## config.mk

```make
export PLATFORM = sky130hd
export DESIGN_NAME = ifetch_flat
export DESIGN_NICKNAME = d
export VERILOG_FILES = /design/src/rtl/ifetch_pkg.sv /design/src/rtl/ifetch_if.sv /design/src/rtl/ifetch_pc_target.sv /design/src/rtl/ifetch.sv /design/src/flat_wrapper.sv
export SDC_FILE = /design/constraint.sdc
export NUM_CORES = 1
export LEC_CHECK = 0
export BUFFER_PORTS_ARGS = -buffer_cell sky130_fd_sc_hd__buf_2
export CORE_MARGIN = 5
export CORE_UTILIZATION = 52
export CTS_CLUSTER_DIAMETER = 50
export DETAILED_ROUTE_END_ITERATION = 8
export PLACE_DENSITY = 0.77
export SETUP_SLACK_MARGIN = 0.3
export SLEW_MARGIN = 30
export SYNTH_ARGS = -nofsm -noshare
export SYNTH_HDL_FRONTEND = slang
export SYNTH_HIERARCHICAL = 1
export SYNTH_SLANG_ARGS = --single-unit
```

## constraint.sdc

```tcl
create_clock -name clk -period 2.2 [get_ports clk]
set_clock_uncertainty 0.15 [all_clocks]
set_input_delay 0.11 -clock clk [delete_from_list [all_inputs] [get_ports clk]]
set_output_delay 0.11 -clock clk [all_outputs]
set_load 0.05 [all_outputs]
```

## src/rtl/ifetch_pkg.sv

```systemverilog
// ============================================================================
// Module : ifetch_pkg
// Brief  : Shared encodings and defaults for the instruction-fetch stage.
// Rev    : 1.0
// ============================================================================
`default_nettype none

package ifetch_pkg;

    localparam logic [31:0] DEFAULT_RESET_PC = 32'h0000_0000;

    typedef logic [1:0] redirect_t;

    localparam redirect_t RD_NONE = 2'b00;
    localparam redirect_t RD_BR   = 2'b01;
    localparam redirect_t RD_J    = 2'b10;
    localparam redirect_t RD_JR   = 2'b11;

    localparam logic [1:0] ST_READY = 2'd0;
    localparam logic [1:0] ST_FETCH = 2'd1;
    localparam logic [1:0] ST_DROP  = 2'd2;

    function automatic logic [31:0] word_align(input logic [31:0] a);
        return {a[31:2], 2'b00};
    endfunction

endpackage

`default_nettype wire

```

## src/rtl/ifetch_if.sv

```systemverilog
// ============================================================================
// Module : ifetch_if
// Brief  : Instruction-memory req/ack port between fetch stage and memory.
// Rev    : 1.0
// ============================================================================
`default_nettype none

interface ifetch_if;
    logic        o_imem_req;
    logic [31:0] o_imem_addr;
    logic        i_imem_ack;
    logic [31:0] i_imem_rdata;

    modport master (
        output o_imem_req,
        output o_imem_addr,
        input  i_imem_ack,
        input  i_imem_rdata
    );

    modport slave (
        input  o_imem_req,
        input  o_imem_addr,
        output i_imem_ack,
        output i_imem_rdata
    );
endinterface

`default_nettype wire

```

## src/rtl/ifetch_pc_target.sv

```systemverilog
// ============================================================================
// Module : pc_target
// Brief  : Combinational redirect target mux (branch / jump / jr).
// Rev    : 1.0
// ============================================================================
`default_nettype none

module pc_target
    import ifetch_pkg::*;
(
    input  wire redirect_t   redirect,
    input  wire logic [31:0] id_pc4,
    input  wire logic [15:0] imm16,
    input  wire logic [25:0] imm26,
    input  wire logic [31:0] jr_addr,
    output logic      [31:0] target
);

    always_comb begin
        target = id_pc4;
        case (redirect)
            RD_BR:   target = id_pc4 + {{14{imm16[15]}}, imm16, 2'b00};
            RD_J:    target = {id_pc4[31:28], imm26, 2'b00};
            RD_JR:   target = word_align(jr_addr);
            default: target = id_pc4;
        endcase
    end

endmodule

`default_nettype wire

```

## src/rtl/ifetch.sv

```systemverilog
// ============================================================================
// Module : ifetch
// Brief  : Fetch stage: PC, single-outstanding imem request, IF/ID output reg.
// Rev    : 1.0
// ============================================================================
`default_nettype none

module ifetch
    import ifetch_pkg::*;
#(
    parameter logic [31:0] RESET_PC = DEFAULT_RESET_PC
) (
    input  wire              clk,
    input  wire              rst_n,
    ifetch_if.master         imem,
    output logic      [31:0] o_ins,
    output logic      [31:0] o_pc4,
    output logic             o_valid,
    input  wire              i_stall,
    input  wire redirect_t   i_redirect,
    input  wire logic [31:0] i_id_pc4,
    input  wire logic [15:0] i_imm16,
    input  wire logic [25:0] i_imm26,
    input  wire logic [31:0] i_jr_addr
);

    logic [1:0]  r_state;
    logic [31:0] r_pc;
    logic [31:0] w_target;
    logic        w_redir;
    logic        w_consume;

    assign w_redir   = (i_redirect != RD_NONE);
    assign w_consume = o_valid && !i_stall;

    pc_target u_pc_target (
        .redirect (i_redirect),
        .id_pc4   (i_id_pc4),
        .imm16    (i_imm16),
        .imm26    (i_imm26),
        .jr_addr  (i_jr_addr),
        .target   (w_target)
    );

    always_ff @(posedge clk or negedge rst_n) begin
        if (!rst_n) begin
            r_state          <= ST_READY;
            r_pc             <= RESET_PC;
            imem.o_imem_req  <= 1'b0;
            imem.o_imem_addr <= RESET_PC;
            o_ins            <= 32'h0;
            o_pc4            <= 32'h0;
            o_valid          <= 1'b0;
        end else begin
            if (w_consume) begin
                o_valid <= 1'b0;
            end
            case (r_state)
                ST_READY: begin
                    if (w_redir) begin
                        r_pc <= w_target;
                    end else if (!o_valid || !i_stall) begin
                        imem.o_imem_req  <= 1'b1;
                        imem.o_imem_addr <= r_pc;
                        r_state          <= ST_FETCH;
                    end
                end
                ST_FETCH: begin
                    if (imem.i_imem_ack) begin
                        imem.o_imem_req <= 1'b0;
                        r_state         <= ST_READY;
                        if (w_redir) begin
                            r_pc <= w_target;
                        end else begin
                            o_ins   <= imem.i_imem_rdata;
                            o_pc4   <= imem.o_imem_addr + 32'd4;
                            o_valid <= 1'b1;
                            r_pc    <= imem.o_imem_addr + 32'd4;
                        end
                    end else if (w_redir) begin
                        // Request must complete at its original address; its data is dropped.
                        r_pc    <= w_target;
                        r_state <= ST_DROP;
                    end
                end
                ST_DROP: begin
                    if (w_redir) begin
                        r_pc <= w_target;
                    end
                    if (imem.i_imem_ack) begin
                        imem.o_imem_req <= 1'b0;
                        r_state         <= ST_READY;
                    end
                end
                default: r_state <= ST_READY;
            endcase
            // No delay slot: any redirect squashes the held instruction, stalled or not.
            if (w_redir) begin
                o_valid <= 1'b0;
            end
        end
    end

endmodule

`default_nettype wire

```

## src/flat_wrapper.sv

```systemverilog
// flat-port wrapper written by rule: the top's interface ports become plain ports
module ifetch_flat import ifetch_pkg::*;
#(
    parameter logic [31:0] RESET_PC = DEFAULT_RESET_PC
)
  (clk, rst_n, o_ins, o_pc4, o_valid, i_stall, i_redirect, i_id_pc4, i_imm16, i_imm26, i_jr_addr, imem_o_imem_req, imem_o_imem_addr, imem_i_imem_ack, imem_i_imem_rdata);
  ifetch_if imem_i ();
  input  wire clk;
  input  wire rst_n;
  output logic      [31:0] o_ins;
  output logic      [31:0] o_pc4;
  output logic o_valid;
  input  wire i_stall;
  input  wire redirect_t i_redirect;
  input  wire logic [31:0] i_id_pc4;
  input  wire logic [15:0] i_imm16;
  input  wire logic [25:0] i_imm26;
  input  wire logic [31:0] i_jr_addr;
  output wire logic [$bits(imem_i.o_imem_req)-1:0] imem_o_imem_req;
  output wire logic [$bits(imem_i.o_imem_addr)-1:0] imem_o_imem_addr;
  input wire logic [$bits(imem_i.i_imem_ack)-1:0] imem_i_imem_ack;
  input wire logic [$bits(imem_i.i_imem_rdata)-1:0] imem_i_imem_rdata;
  assign imem_o_imem_req = imem_i.o_imem_req;
  assign imem_o_imem_addr = imem_i.o_imem_addr;
  assign imem_i.i_imem_ack = imem_i_imem_ack;
  assign imem_i.i_imem_rdata = imem_i_imem_rdata;
  ifetch #(.RESET_PC(RESET_PC)) u_core (.clk(clk), .rst_n(rst_n), .imem(imem_i), .o_ins(o_ins), .o_pc4(o_pc4), .o_valid(o_valid), .i_stall(i_stall), .i_redirect(i_redirect), .i_id_pc4(i_id_pc4), .i_imm16(i_imm16), .i_imm26(i_imm26), .i_jr_addr(i_jr_addr));
endmodule
```

* Yosys cells after proc, flatten, opt, wreduce, memory -nomap -nowiden
Index checks and enable logic that the tools add are counted.
** Word-level totals
- Register bits after elaboration :: 132
- Input port bits :: 144
- Output and inout bits :: 98
- Logic and storage cells :: 53
** Cells by class
- Add/sub/neg operators :: 2
- Equal/unequal tests :: 10
- Muxes and demuxes :: 19
- Bitwise gates (word level) :: 1
- Reductions and logical operators :: 14
** Operator list (count)
- $mux 32 :: 3
- $pmux 32 s3 :: 1
- $pmux 32 s2 :: 1
- $add 32x3->32 const B :: 1
- $add 32x32->32 :: 1
- $mux 2 :: 5
- $reduce_and 4->1 :: 2
- $mux 1 :: 7
- $eq 2x2->1 const B :: 3
- $pmux 2 s3 :: 1
- $reduce_and 3->1 :: 2
- $reduce_bool 2->1 :: 3
- $eq 2x1->1 const B :: 2
- $ne 2x1->1 const B :: 2
- $ne 2x2->1 const B :: 2
- $reduce_or 2->1 :: 2
- $ne 3x2->1 const B :: 1
- $logic_not 1->1 :: 2
- $logic_not 2->1 :: 1
- $pmux 1 s2 :: 1
- $logic_and 1x1->1 :: 1
- $logic_or 1x1->1 :: 1
- $not 1->1 :: 1

* Depth between registers and ports, before layout
Gate-level depths: netlist (run 1).
- Depth in word-level cells :: 6
- Mapped depth :: 14
- Depth with buffers taken out :: 14

* Hierarchy
The synthesis (run 1) kept the hierarchy.
** Modules (own cells, without submodules)
- ifetch :: times used 1, cells each 553, area an instance 5652.9 sq um, sequential area each 3303.2 sq um
- pc_target :: times used 1, cells each 257, area an instance 2272.2 sq um, sequential area each 0.0 sq um

* Worst setup path before layout (run 1)
Ideal clock, no wire load.
- Kind :: input-to-reg
- Start :: input i_id_pc4[2]
- End :: register u_core.r_pc[20]
- Library setup time :: 130 ps
- Arrival :: 2715 ps
- Path slack :: -795 ps
- Stages :: 14
- Buffers on the path :: 0
- Cells stage by stage :: ha_1 -> inv_1 -> fa_1 -> nor2b_1 -> o21ai_1 -> o21ai_2 -> a211oi_2 -> and3_1 -> o31ai_2 -> a31oi_1 -> xnor2_1 -> mux4_2 -> a22oi_1 -> o21ai_0
** On the way
- Longest elaborated chain between the ends :: 5
- Elaborated cells between the ends (all ways) :: 6
** Ends and longest elaborated chain
- from (decl) :: RTL line flat_wrapper.sv:15 : input wire logic [31:0] i_id_pc4;
- $add 32x32->32 * :: RTL line ifetch_pc_target.sv:22 : RD_BR: target = id_pc4 + {{14{imm16[15]}}, imm16, 2'b00};
- $pmux 32 s3 * :: RTL line ifetch_pc_target.sv:21 : case (redirect)
- net u_core.w_target[20] :: RTL line ifetch.sv:29 : logic [31:0] w_target;
- $mux 32, on equally long branches
- $mux 32 :: RTL line ifetch.sv:69 : if (imem.i_imem_ack) begin
- $pmux 32 s2 * :: RTL line ifetch.sv:58 : case (r_state)
- to (signal assigned) :: RTL line ifetch.sv:61 : r_pc <= w_target;
- to (signal assigned) :: RTL line ifetch.sv:82 : r_pc <= w_target;
- to (signal assigned) :: RTL line ifetch.sv:88 : r_pc <= w_target;
- to (decl) :: RTL line ifetch.sv:28 : logic [31:0] r_pc;
The timed path passes the listed nets; every way through them passes the cells marked *.
A chain may end at the register's enable or synchronous reset.

* Worst setup path after layout (run 1)
- Start :: input i_imm16[0]
- End :: register u_core.r_pc[27]
** On the way
- Longest elaborated chain between the ends :: 5
- Elaborated cells between the ends (all ways) :: 6
** Ends and longest elaborated chain
- from (decl) :: RTL line flat_wrapper.sv:16 : input wire logic [15:0] i_imm16;
- $add 32x32->32 * :: RTL line ifetch_pc_target.sv:22
- $pmux 32 s3 * :: RTL line ifetch_pc_target.sv:21
- net u_core.w_target[27] :: RTL line ifetch.sv:29
- $mux 32, on equally long branches
- $mux 32 :: RTL line ifetch.sv:69
- $pmux 32 s2 * :: RTL line ifetch.sv:58
Marks and branches as above.

==> impl_results.md, run 1 <==
- Number of synthesized flops with an enable pin: 0
- Min setup slack post-route: -0.376 ns
- Clock network fraction of total power: 0.190
- Pwr Total: 16.1 mW
- Num CTS Buffers: 17
- Syn Area/Cell: about 9.8 µm²
- Gpl congestion: 0.941
- CP peak stage delay: roughly 0.5 ns
- Most common cell after layout, fill and taps aside: buf_2
- Worst Path Required: about 2.3 ns
- WP buf/inv: 3
- Critical Path Start: i_imm16[0]
- Worst flop-to-flop path endpoint: u_core/o_pc4[26]
- Final worst-path cycle share: 1.17
- CP Max Fanout: 3
- Endpoints failing setup: 22
- Floorplan core area: 0.0151 mm²
- Switching power: 7.84 mW
- Internal: 8.28 mW
- PD cells: 1320 mW/mm²
- Initial Util: 0.525
- Largest net degree at the start of global routing: 54
- Switching Fraction: 0.486
- Outcome: complete, but fails checks
- Combinational share of power: 0.533
- RSZ-0062 raised after global routing: yes
- Antenna diode count: 0
- Max Slew Vio Count: 0
- 1st-iter DRT viols: 677
- Reg2reg start: u_core/imem.o_imem_addr[2]
- Slew of the pin with the lowest slew margin: roughly 0.56 ns
- Critical path class: primary input to register
- FP Rows: 45
- Post-synth top flop: dfrtp_1
- Root buffer cell: clkbuf_16
- Critical-path cell list: buf_8 > ha_4 > buf_6 > a211oi_4 > nor4_4 > buf_4 > nor4_4 > nor2_2 > a211oi_2 > a21oi_2 > a21oi_2 > xnor2_1 > mux4_2 > o22ai_2 > a21oi_2
- Worst path arrival time: roughly 2.7 ns
- Synth Register Bits: around 130
- CTS Sinks: 132
- DRC errors left: 0
- DIE WIDTH: 133 µm
- Critical path's slowest cell: mux4_2
- Relative slew slack: 0.627
- Mapped Cells: 810
- Vias: 8134
- Synthesized Nets: 989
- Worst-path clk slew: 0.06 ns
- Final Util: 0.808
- Sequential area share after synthesis: 0.417
- Port Buffers: 239
- Startpoint Class: primary input
- CTS tree: done
- Antenna violations before repair: 0
- GRT Total Usage: 0.302
- Crit path to: u_core/r_pc[27]
- Share of layout cells above drive strength 1: 0.510
- Sequential Power Share: 0.277
- Top-level port count: between 200 and 250
- Drt total wl: 28.4 mm
- Setup TNS: -5.25 ns
- Distinct cells, synth: 60
- Worst path depth: 15
- Final hold vios: 0
- Leak Pwr: 5.74 nW
- Total global routing overflow: 0
- Most frequent CP cell: a21oi_2
- Nets@finish: 1377
- Die span in y: 133 µm
- CP top delay family: compound AO/OA/AOI/OAI gates
- Fmax: 388 MHz
- Later-pin clock latency in the skew report: 0.41 ns
- Area delta synth->final: 53.8%
- Yosys warns: 6
- Antenna viol nets, final: 0
- Vias/cell: slightly below 6
- Hold Path Class: primary input to register
- Mapped Area: between 0.007 and 0.008 mm²
- Drt first pass iters: 5
- Global-route wire length before repair: 42.6 mm
- Violated checks: negative setup slack
- Final min period: 2.58 ns
- H-Tree Depth: 4
- Worst reg-to-reg path cell count: 6
- Max-cap violations: 0
- DIE AREA: 0.0178 mm²
- Ys async rst share: 1.00
- Vias in the first global route: between 8000 and 9000
- Critical Path End Type: register
- Most frequent cells in the layout: buf_2, nand2_1, buf_4, dfrtp_1, o21ai_0
- Per-cell routed wire length: 20.3 µm
- Deepest clock path buffer count: 2
- Max VDD drop: 0.726 mV
- Post-DP HPWL: 18.7 mm
- R2R Setup Slk: ~0.11 ns
[registers in the layout, summed over array words and instances (netlist names)]
register                 count
u_core/imem.o_imem_addr     32
u_core/r_state               2
u_core/o_valid               1
u_core/r_pc                 32
u_core/o_ins                32
u_core/o_pc4                32
u_core/imem.o_imem_req       1
[worst min path at each step]
| stage | startpoint | endpoint | slack [ns] | cells after the start |
|---|---|---|---|---|
| 4_1_cts | i_jr_addr[28] | u_core/r_pc[28] | 0.001 | 5 |
| 5_1_grt | i_imm26[18] | u_core/r_pc[20] | 0.02 | 4 |
| 3_3_place_gp | rst_n | u_core/r_pc[22] | -0.06 | 1 |
| 2_1_floorplan | rst_n | u_core/imem.o_imem_addr[0] | -0.34 | 0 |
| 6_report | i_id_pc4[0] | u_core/r_pc[0] | 0.01 | 4 |
| 3_5_place_dp | rst_n | u_core/r_pc[22] | -0.06 | 1 |
[synthesized netlist by cell type, drive strengths merged, types with 2 or more instances]
| cell | number | area (µm²) |
|---|---|---|
| a211oi | 8 | 80.1 |
| a21boi | 2 | 18.8 |
| a21o | 21 | 158 |
| a21oi | 41 | 216 |
| a22oi | 18 | 135 |
| a31oi | 8 | 50.1 |
| and2 | 3 | 18.8 |
| and3 | 6 | 38.8 |
| and4 | 5 | 46.3 |
| buf | 6 | 32.5 |
| clkbuf | 36 | 165 |
| dfrtp | 132 | 3300 |
| ha | 34 | 425 |
| inv | 14 | 52.6 |
| mux2 | 33 | 372 |
| mux4 | 26 | 586 |
| nand2 | 172 | 646 |
| nand2b | 8 | 50.1 |
| nand3 | 18 | 108 |
| nand4 | 5 | 31.3 |
| nor2 | 27 | 101 |
| nor2b | 6 | 40.0 |
| nor3 | 17 | 85.1 |
| nor3b | 2 | 15.0 |
| nor4 | 6 | 50.0 |
| o21a | 2 | 15.0 |
| o21ai | 71 | 359 |
| o22ai | 8 | 50.1 |
| o32ai | 2 | 17.5 |
| or2 | 3 | 18.8 |
| or3 | 4 | 25.0 |
| xnor2 | 39 | 342 |
| xor2 | 16 | 140 |
[cells by family (layout without fill, tap and decap cells)]
kind of cell / after synthesis / in the layout / share of synthesized area
buffers and inverters: 56 / 456 / 0.0316
AND/OR/NAND/NOR: 284 / 285 / 0.163
AO/OA/AOI/OAI: 189 / 189 / 0.151
XOR/XNOR: 55 / 55 / 0.0608
multiplexers: 59 / 59 / 0.121
flip-flops: 132 / 132 / 0.417
adder cells (fa/ha/maj): 35 / 35 / 0.0562
[metal layers]
layer / vias to the layer above / GRT usage / part of all wire
li1: 3671 / - / -
met3: 74 / 0.0548 / 0.088
met5: - / 0 / 0
met4: 0 / 0.0931 / 0.029
met2: 456 / 0.517 / 0.49
met1: 3933 / 0.393 / 0.39
[power by group through the flow]
stage / registers, mW / clock network, mW / logic [mW]
floorplan: 7.33 / 0 / 2.29
global placement: 4.30 / 0 / 7.49
detailed placement: 4.38 / 0 / 7.63
CTS: 4.35 / 3.07 / 8.01
global route: 4.60 / 3.20 / 8.96
finish: 4.46 / 3.06 / 8.59
[worst min-delay path: cells and delay by family]
| family | cells | cell delay (ns) |
|---|---|---|
| buffers and inverters | 1 | 0.07 |
| and+or+nand+nor | 1 | 0.12 |
| AOI/OAI and AO/OA | 2 | 0.24 |
[timing repair]
action | CTS | global route
pin swaps | 27 | 34
hold endpoints to repair | 167 | 0
setup buffers | 20 | 12
resized for setup | 58 | 74
gates cloned | 0 | 1
endpoints found under the setup margin | 43 | 77
hold buffers | 35 | 0
[area by class of cell]
class / instances / area, µm²
tap: 188 / 235
fill: 903 / 2900
multi-input combinational: 623 / 5170
sequential: 132 / 3340
inverter: 14 / 52.6
clock inverter: 14 / 210
timing repair buffer: 410 / 2750
clock buffer: 18 / 429
[metrics by stage]
stage	area, µm²	cells	hold WS (ns)	setup WS [ns]
detailed placement	10400	1299	-0.0581	-0.936
floorplan	8250	810	-0.336	-0.581
CTS	11700	1386	0.00119	-0.398
finish	12200	1399	0.0133	-0.376
global route	12200	1399	0.0215	-0.467
global placement	10400	1299	-0.0570	-0.829
No activity file was read; power rests on OpenSTA's default activity.
==> run 2: changes to the inputs <==
--- a/config.mk
+++ b/config.mk
@@ -6,6 +6,7 @@
 export NUM_CORES = 1
 export LEC_CHECK = 0
 export BUFFER_PORTS_ARGS = -buffer_cell sky130_fd_sc_hd__buf_2
+export CORE_ASPECT_RATIO = 1.1
 export CORE_MARGIN = 5
 export CORE_UTILIZATION = 52
 export CTS_CLUSTER_DIAMETER = 50
==> impl_results.md, run 2 (synthesis results as in run 1) <==
- Outcome: complete, but fails checks
- Violated checks: negative hold slack, negative setup slack
- Vias in the first global route: 8045
- Startpoint Class: primary input
- CP Max Fanout: 4
- FP Rows: 47
- Max VDD drop: 0.780 mV
- Finished Layout Cells: 1409
- Antenna viol nets, final: 0
- DIE WIDTH: 128 µm
- Fmax: approximately 400 MHz
- Leak Pwr: 5.79 nW
- Final hold vios: 1
- R2R Setup Slk: 0.03 ns
- Floorplan core area: 0.0150 mm²
- Setup WS pre-CTS: -0.950 ns
- CTS Sinks: approximately 130
- Die span in y: roughly 140 µm
- Max Slew Vio Count: 0
- Min setup slack post-route: -0.316 ns
- Hold Path Sink: u_core/r_pc[28]
- Gpl congestion: a little under 1
- Most frequent cells in the layout: buf_2, nand2_1, buf_4, dfrtp_1, o21ai_0
- DIE AREA: 0.0178 mm²
- Worst-path clk slew: about 0.070 ns
- Per-cell routed wire length: 19.7 µm
- Combinational share of power: 0.527
- Switching Fraction: 0.495
- Hold Path Depth: 5
- Vias: 8002
- Share of layout cells above drive strength 1: 0.505
- Area delta synth->final: 52.8%
- Setup TNS: -3.56 ns
- Global-route wire length before repair: 41.5 mm
- Top-level port count: about 240
- Drt total wl: between 20 and 30 mm
- Final worst-path cycle share: 1.14
- Worst reg-to-reg path cell count: 6
- DRC errors left: 0
- Clock network fraction of total power: 0.186
- Reg2reg start: u_core/imem.o_imem_addr[3]
- 1st-iter DRT viols: 494
- Antenna violations before repair: 0
- Post-DP HPWL: 18.5 mm
- Relative slew slack: 0.501
- Critical path class: primary input to register
- CTS tree: done
- Worst Hold Slack: -0.0111 ns
- Vias/cell: 5.68
- Max-cap violations: 0
- GRT Total Usage: 0.292
- Placed Cells: 1300
- Critical Path End Type: register
- H-Tree Depth: 4
- Deepest clock path buffer count: 2
- Switching power: 7.72 mW
- Worst path arrival time: 2.67 ns
- Worst flop-to-flop path endpoint: u_core/o_pc4[24]
- Largest net degree at the start of global routing: 54
- Most common cell after layout, fill and taps aside: buf_2
- Worst hold start: i_jr_addr[28]
- Root buffer cell: clkbuf_16
- Final Util: 0.808
- PD cells: around 1300 mW/mm²
- Endpoints failing setup: 18
- Drt first pass iters: 5
- Antenna diode count: 0
- Port Buffers: around 240
- Initial Util: 0.528
- Later-pin clock latency in the skew report: 0.42 ns
- Hold Path Class: primary input to register
- Num CTS Buffers: 17
- Worst Path Required: 2.35 ns
- Slew of the pin with the lowest slew margin: 0.745 ns
- Final min period: 2.52 ns
- Nets@finish: 1379
- Total global routing overflow: 0
- Sequential Power Share: 0.288
- RSZ-0062 raised after global routing: yes
- Internal: 7.89 mW
-- run 2: changes by cell type in the layout (fill, tap and decap cells not counted), moves of 4 or more --
cell      previous run  this run
a21oi_1             23        27
xnor2_2              6        10
clkinv_2             4         0
inv_6                1         7
xnor2_1             33        29
-- run 2: area by class of cell --
type,instances,area (µm²)
well taps,196,245
flip-flops and latches,132,3330
fillers,876,2890
inverters,14,52.6
clock inverters,14,166
clock buffers,18,439
repair buffers,412,2750
multi-input cells,623,5120
-- run 2: routing by layer --
layer  up-vias  global-route usage  share of wire
met1      3835               0.371           0.39
met2       426               0.496           0.50
met3        67              0.0579          0.081
met5         -                   0              0
met4         0               0.109          0.033
li1       3674                   -              -
-- run 2: worst max-delay path, stage by stage --
cell and delay, ns:
buf_8 0.07, ha_4 0.13, inv_2 0.03, fa_2 0.35
nor2b_2 0.13, o21ai_2 0.07, o21ai_2 0.16, a211oi_2 0.11
and3_4 0.18, o31ai_4 0.30, a31oi_1 0.18, xnor2_1 0.15
mux4_2 0.45, a22oi_2 0.16, o21ai_1 0.09
-- run 2: worst max-delay path by stage --
stage | from | to | slack [ns] | cells after the start
final | i_imm16[0] | u_core/r_pc[20] | -0.32 | 15
after global routing | i_imm16[0] | u_core/r_pc[20] | -0.42 | 15
after CTS | i_imm16[0] | u_core/r_pc[20] | -0.36 | 15
after detailed placement | i_id_pc4[2] | u_core/r_pc[20] | -0.95 | 15
after global placement | i_id_pc4[2] | u_core/r_pc[20] | -0.87 | 15
after floorplan | i_id_pc4[2] | u_core/r_pc[20] | -0.58 | 14
-- run 2: per-stage QoR --
stage / cell area [µm²] / total power, mW
final: 12100 / 15.6
after global routing: 12100 / 16.3
after CTS: 11500 / 15.0
after detailed placement: 10300 / 11.8
after global placement: 10300 / 11.7
after floorplan: 8250 / 9.62
-- run 2: what timing repair did --
item | in CTS | in global routing
pin swaps | 37 | 39
endpoints found under the hold margin | 168 | 1
resized for setup | 46 | 79
setup endpoints to repair | 45 | 66
hold buffers | 36 | 1
buffers inserted | 11 | 28
cloned | 0 | 1
-- run 2: power groups by stage --
stage / clock network [mW] / registers [mW] / logic, mW
after floorplan: 0 / 7.33 / 2.29
after global placement: 0 / 4.39 / 7.28
after detailed placement: 0 / 4.45 / 7.40
after CTS: 2.91 / 4.40 / 7.68
after global routing: 3.04 / 4.63 / 8.63
final: 2.90 / 4.49 / 8.22
